===== config.mk =====
export PLATFORM = sky130hd
export DESIGN_NAME = int_reg_file_sb
export DESIGN_NICKNAME = d
export VERILOG_FILES = /design/src/rtl/int_reg_file_sb.sv
export SDC_FILE = /design/constraint.sdc
export NUM_CORES = 2
export LEC_CHECK = 0
export ABC_CLOCK_PERIOD_IN_PS = 3000
export CAP_MARGIN = 25
export CORE_MARGIN = 2
export CORE_UTILIZATION = 50
export CTS_BUF_LIST = sky130_fd_sc_hd__clkbuf_2 sky130_fd_sc_hd__clkbuf_4 sky130_fd_sc_hd__clkbuf_8
export DETAILED_ROUTE_END_ITERATION = 6
export GPL_ROUTABILITY_DRIVEN = 0
export PLACE_DENSITY = 0.72
export SLEW_MARGIN = 20
export SYNTH_ARGS = -nofsm -noshare
export SYNTH_HDL_FRONTEND = slang
export SYNTH_SLANG_ARGS = --single-unit
export TNS_END_PERCENT = 20

===== constraint.sdc =====
create_clock -name clk_i -period 3 [get_ports clk_i]
set_input_delay 0.3 -clock clk_i [delete_from_list [all_inputs] [get_ports clk_i]]
set_output_delay 0.3 -clock clk_i [all_outputs]
set_load 0.01 [all_outputs]

===== src/rtl/int_reg_file_sb.sv =====
// int_reg_file_sb: integer register file with write-through bypass and a busy-bit scoreboard
module int_reg_file_sb #(
  parameter int DATA_WIDTH = 32,
  parameter int NUM_REGS = 32,
  localparam int ADDR_WIDTH = $clog2(NUM_REGS)
) (
  input  logic                  clk_i,
  input  logic                  arst_ni,
  input  logic [ADDR_WIDTH-1:0] rs1_addr_i,
  input  logic [ADDR_WIDTH-1:0] rs2_addr_i,
  output logic [DATA_WIDTH-1:0] rs1_data_o,
  output logic [DATA_WIDTH-1:0] rs2_data_o,
  output logic                  rs1_ready_o,
  output logic                  rs2_ready_o,
  input  logic                  issue_valid_i,
  input  logic [ADDR_WIDTH-1:0] issue_rd_addr_i,
  input  logic                  wb_valid_i,
  input  logic [ADDR_WIDTH-1:0] wb_rd_addr_i,
  input  logic [DATA_WIDTH-1:0] wb_rd_data_i,
  output logic [NUM_REGS-1:0]   busy_o
);
  localparam logic [NUM_REGS-1:0] ONE = 1;
  logic [DATA_WIDTH-1:0] regs [NUM_REGS];
  logic [NUM_REGS-1:0] busy, busy_nxt, wb_mask, issue_mask;
  logic wb_en, hit1, hit2;
  // reads see zeros while reset is held, even if a writeback is presented
  assign wb_en = arst_ni && wb_valid_i;
  assign hit1 = wb_en && wb_rd_addr_i == rs1_addr_i && rs1_addr_i != '0;
  assign hit2 = wb_en && wb_rd_addr_i == rs2_addr_i && rs2_addr_i != '0;
  assign rs1_data_o = rs1_addr_i == '0 ? '0 : hit1 ? wb_rd_data_i : regs[rs1_addr_i];
  assign rs2_data_o = rs2_addr_i == '0 ? '0 : hit2 ? wb_rd_data_i : regs[rs2_addr_i];
  assign rs1_ready_o = rs1_addr_i == '0 || !busy[rs1_addr_i] || hit1;
  assign rs2_ready_o = rs2_addr_i == '0 || !busy[rs2_addr_i] || hit2;
  assign busy_o = busy;
  // issue is applied after the writeback clear so the newer instruction keeps ownership
  always_comb begin
    wb_mask = wb_valid_i ? ONE << wb_rd_addr_i : '0;
    issue_mask = issue_valid_i ? ONE << issue_rd_addr_i : '0;
    busy_nxt = ((busy & ~wb_mask) | issue_mask) & ~ONE;
  end
  always_ff @(posedge clk_i or negedge arst_ni)
    if (!arst_ni) begin
      busy <= '0;
      for (int i = 0; i < NUM_REGS; i++) regs[i] <= '0;
    end else begin
      busy <= busy_nxt;
      if (wb_valid_i && wb_rd_addr_i != '0) regs[wb_rd_addr_i] <= wb_rd_data_i;
    end
endmodule


# After elaboration in Yosys (flattened, before gate mapping)
# Index checks and enable logic that the tools add are counted.
totals:
  reg_bits: 1055
  in_bits: 56
classes:
  order_cmp: 6
  eq_ne: 2
  shifts: 2
  muxes: 19
  bitwise_logic: 6
  n_reduce_logical: 18
op_table:
  columns: ["operator", "count"]
  rows:
  - ["$bwmux W1024", 1]
  - ["$mux W32", 11]
  - ["$bmux W32 S5", 2]
  - ["$demux W32 S5", 1]
  - ["$shl A1 B5 Y32 const A", 2]
  - ["$and A32 B32 Y32", 1]
  - ["$not A32 Y32", 1]
  - ["$or A32 B32 Y32", 1]
  - ["$ge A6 B6 Y1 const B", 3]
  - ["$not A5 Y6", 3]
  - ["$reduce_bool A5 Y1", 3]
  - ["$lt A5 B6 Y1 const B", 2]
  - ["$bmux W1 S5", 2]
  - ["$eq A5 B5 Y1", 2]
  - ["$logic_not A5 Y1", 2]
  - ["$logic_and A1 B1 Y1", 7]
  - ["$lt A6 B1 Y1 const B", 1]
  - ["$logic_or A1 B1 Y1", 4]
  - ["$logic_not A1 Y1", 2]
  - ["$mux W1", 2]

# Depth between registers and ports, before layout
depth:
  depth_word: 6
  ltp_mapped: 10
  mapped_depth_nobuf: 5

# Least setup slack after synthesis
# Ideal clock, no wire load.
synth_path:
  path_type: "in2out"
  from: "in rs2_addr_i[1]"
  to: "out rs2_data_o[10]"
  t_arrival_ns: 2.021
  slack_ns: 0.679
  stages: 6
  path_buffers: 2
  path_cell_list: "buf_2 > buf_1 > mux4_2 > mux4_2 > a211oi_1 > nor2_1"
synth_via:
  elab_chain_len: 6
  word_cells_on_any_way: 11
  classes_between: "eq/ne: 1; mux: 5; bitwise: 1; reduce/logical: 4"
synth_lines:
  columns: ["element", "line_no", "rtl"]
  rows:
  - ["from (decl)", "10", "input logic [ADDR_WIDTH-1:0] rs2_addr_i,"]
  - ["$not A5 Y6 (implied by the code)", "31", "assign rs2_data_o = rs2_addr_i == '0 ? '0 : hit2 ? wb_rd_data_i : regs[rs2_addr_i];"]
  - ["$bmux W32 S5", "31", null]
  - ["$mux W32 (implied by the code) (2 in series)", "31", null]
  - ["$mux W32", "31", null]
  - ["$mux W32 *", "31", null]
  - ["to (decl)", "12", "output logic [DATA_WIDTH-1:0] rs2_data_o,"]
# Every way passes the cells marked *; elsewhere a longest branch is shown, timed or not. The select of a mux whose other input is x is not followed.

# Final worst setup path
layout_path:
  from: "reg regs[404] in the netlist's numbering"
  to: "out rs2_data_o[20]"
layout_via:
  elab_chain_len: 5
layout_lines:
  columns: ["element", "line_no", "rtl"]
  rows:
  - ["from (decl)", "23", "logic [DATA_WIDTH-1:0] regs [NUM_REGS];"]
  - ["from (signal, indexed assignment)", "47", "if (wb_valid_i && wb_rd_addr_i != '0) regs[wb_rd_addr_i] <= wb_rd_data_i;"]
  - ["$bmux W32 S5", "31", null]
  - ["$mux W32 (implied by the code) (2 in series)", "31", null]
  - ["$mux W32 (2 in series)", "31", null]
# Every way passes these cells. The select of a mux whose other input is x is not followed.

==> results_dict.tcl <==
set metrics [dict create \
    via_per_inst 6.66 \
    synth_fp_nets 4038 \
    die_w_um 342 \
    cpMostUsedCell "mux4_2" \
    routed_wl_mm 179 \
    clockRootBuffer "clkbuf_8" \
    grt-ovfl-total 0 \
    synthCells 3982 \
    cp.required_ps 2700 \
    h-tree-depth 4 \
    worst_pin_slew_ps 1010 \
    cp_max_fo 2 \
    grt_max_degree 169 \
    ctsLongestPathBuffers 3 \
    hpwl_mm 115 \
    nets 4357 \
    post-place-ws_ps -659 \
    fmax_ghz 0.306 \
    antenna_found_initial 2 \
    worstSkewPairLatency_ps 860 \
    synth-seq-cells 1055 \
    hold_viol_final 0 \
    internal_power_mw 30.6 \
    p_comb_share_pct 23.1 \
    critPathSlowestCell "mux4_2" \
    crit_type "flip-flop to output port" \
    via_count 39600 \
    final_common_cell "dfrtp_1" \
    cts_tree "yes" \
    synth_top_cell_by_area "dfrtp_1" \
    synth_cell_types 55 \
    setup.worst_path.start_class "flip-flop" \
    grt_pass1_wl_mm 267 \
    start_util_pct 50.5 \
    fin_crit_ps 3260 \
    p_per_area_mw_per_mm2 628 \
    period_share_pct 109 \
    dieArea_mm2 0.117 \
    crit_family "multiplexers" \
    synth_async_sr_flop_share_pct 100 \
    layout.cells.most_common_list "dfrtp_1, mux2_2, mux4_2, buf_4, clkbuf_8" \
    numCtsBuffers 178 \
    ir_drop_v 0.000363 \
    path_cells "mux4_2 -> mux4_2 -> a211oi_4 -> nor2_1 -> buf_2" \
    dr.pass1.iters 7 \
    power.total_mw 42.7 \
    synth_area_leaders "dfrtp_1, mux2_2, mux4_2" \
    cp_num_buf_inv 1 \
    power.clock.fraction_pct 32.4 \
    ioPinCount 154 \
    maxCapViolations 0 \
    p_sw_share_pct 28.3 \
    failed_checks "negative setup slack" \
    setup_slack_ps -264 \
    syn_avg_cell_area_um2 14.3 \
    grt.total_usage_pct 30.8 \
    die_y_um 342 \
    syn_to_final_growth_pct 19.3 \
    ys.warnings.count 0 \
    power.switching_mw 12.1 \
    ant_nets 0 \
    fp.coreArea_mm2 0.113 \
    drive_gt1_share_pct 53.1 \
    finClkSkew_ps 0 \
    finalSetupViolations 18 \
    port_buffers 152 \
    crit_path_end_kind "output port" \
    clkTransAtPathRegs_ps 60 \
    syn-cell-area_mm2 0.0570 \
    wl_per_cell_um 30.2 \
    clkSinkCount 1055 \
    synth_top_flop_cell "dfrtp_1" \
    crit_arrival_ps 2960 \
    netlist.area_leader.share_pct 46.3 \
    rsz0062_at_grt "yes" \
    synth-edff-count 0 \
    critPathMaxStageDelay_ps 580 \
    slew_violations 0 \
    slew_headroom_pct 32.9 \
    p_leak_nw 29.8 \
    grt_pass1_vias 40900 \
    seqPwrFrac_pct 44.5 \
    yosysSeqAreaShare_pct 46.3 \
    fp-row-count 123 \
    holdCritPathClass "input pin to flip-flop" \
    outcome "complete, but fails checks" \
    dr.first_iter.drc_count 3999 \
    drc 0 \
]
[final timing paths]
path                            startpoint  slack [ps]             end  cells past startpoint
max                              regs[404]        -260  rs2_data_o[20]                      5
min                        wb_rd_data_i[1]         190       regs[353]                      2
max reg2reg                     busy_o[26]        2100      busy_o[26]                      3
min reg2reg                     regs[1018]         400      regs[1018]                      0
max in group asynchronous          arst_ni        1070        regs[25]                      5
min in group asynchronous          arst_ni         320      busy_o[14]                      4
[synth_stat cells, types with 32 or more instances]
| cell | count |
|---|---|
| o21ai_0 | 62 |
| mux2i_1 | 201 |
| and3_1 | 32 |
| mux2_2 | 941 |
| a211oi_1 | 66 |
| mux2_1 | 122 |
| nor2b_1 | 56 |
| a21oi_1 | 45 |
| a22oi_1 | 85 |
| dfrtp_1 | 1055 |
| clkbuf_1 | 252 |
| nor2_1 | 102 |
| mux4_2 | 431 |
| buf_4 | 38 |
| nand2_1 | 47 |
| buf_2 | 98 |
| a22o_1 | 41 |
| buf_1 | 60 |
| nor3_1 | 37 |
[logic make-up after synthesis]
group                  synth area share, %
AO/OA/AOI/OAI                         5.34
XOR/XNOR                             0.154
buffers and inverters                 3.62
flip-flops                            46.3
multiplexers                          41.6
other                              0.00658
AND/OR/NAND/NOR                       3.01
[registers in the layout, indices dropped and copies added, names as in the netlist]
signal,cells
busy_o,31
regs,1024
[layer usage]
layer | track usage, % | share of wire [%]
met1 | 42.1 | 41
met2 | 47.7 | 46
met3 | 6.57 | 8.4
met4 | 13.8 | 4.6
met5 | 0 | 0.011
[metrics by stage]
| step | instances | cell area [um2] | utilization [%] | hold WS, ps | TNS (ps) |
|---|---|---|---|---|---|
| global route | 5940 | 68000 | 60.3 | 164 | -3640 |
| global placement | 5600 | 63400 | 56.2 | 266 | -13890 |
| finish | 5940 | 68000 | 60.3 | 188 | -869 |
| CTS | 5939 | 67800 | 60.1 | 125 | -2970 |
| floorplan | 3982 | 57000 | - | 4.41 | 0 |
| detailed placement | 5600 | 63400 | 56.2 | 268 | -14760 |
[worst register-to-register path: stages (launching register included)]
cell and delay [ps]:
dfrtp_1 410, buf_4 150, o21ai_0 80, o21ai_0 130
[power by group through the flow]
stage	registers, mW	logic, mW	clock network, mW
after floorplan	18.5	6.53	0
after global placement	19.0	9.31	0
after detailed placement	19.2	9.53	0
after CTS	18.9	9.76	14.0
after global routing	19.3	10.5	14.7
final	19.0	9.85	13.9
[final cells by class]
class | instances | area (um2)
fill | 8479 | 44800
multi-input combinational | 2468 | 29500
sequential | 1055 | 26400
timing repair buffer | 597 | 6370
clock buffer | 287 | 3600
tap | 1500 | 1880
clock inverter | 31 | 249
inverter | 1 | 3.75
antenna | 1 | 2.50
[timing repair]
| item | 4_1_cts | 5_1_grt |
|---|---|---|
| setup endpoints to repair | 66 | 56 |
| pin swaps | 90 | 22 |
| buffers inserted | 22 | 4 |
| gates resized for setup | 336 | 49 |
| hold buffers | 2 | 0 |
| hold endpoints to repair | 263 | 0 |
(Power assumes the default switching activity.)
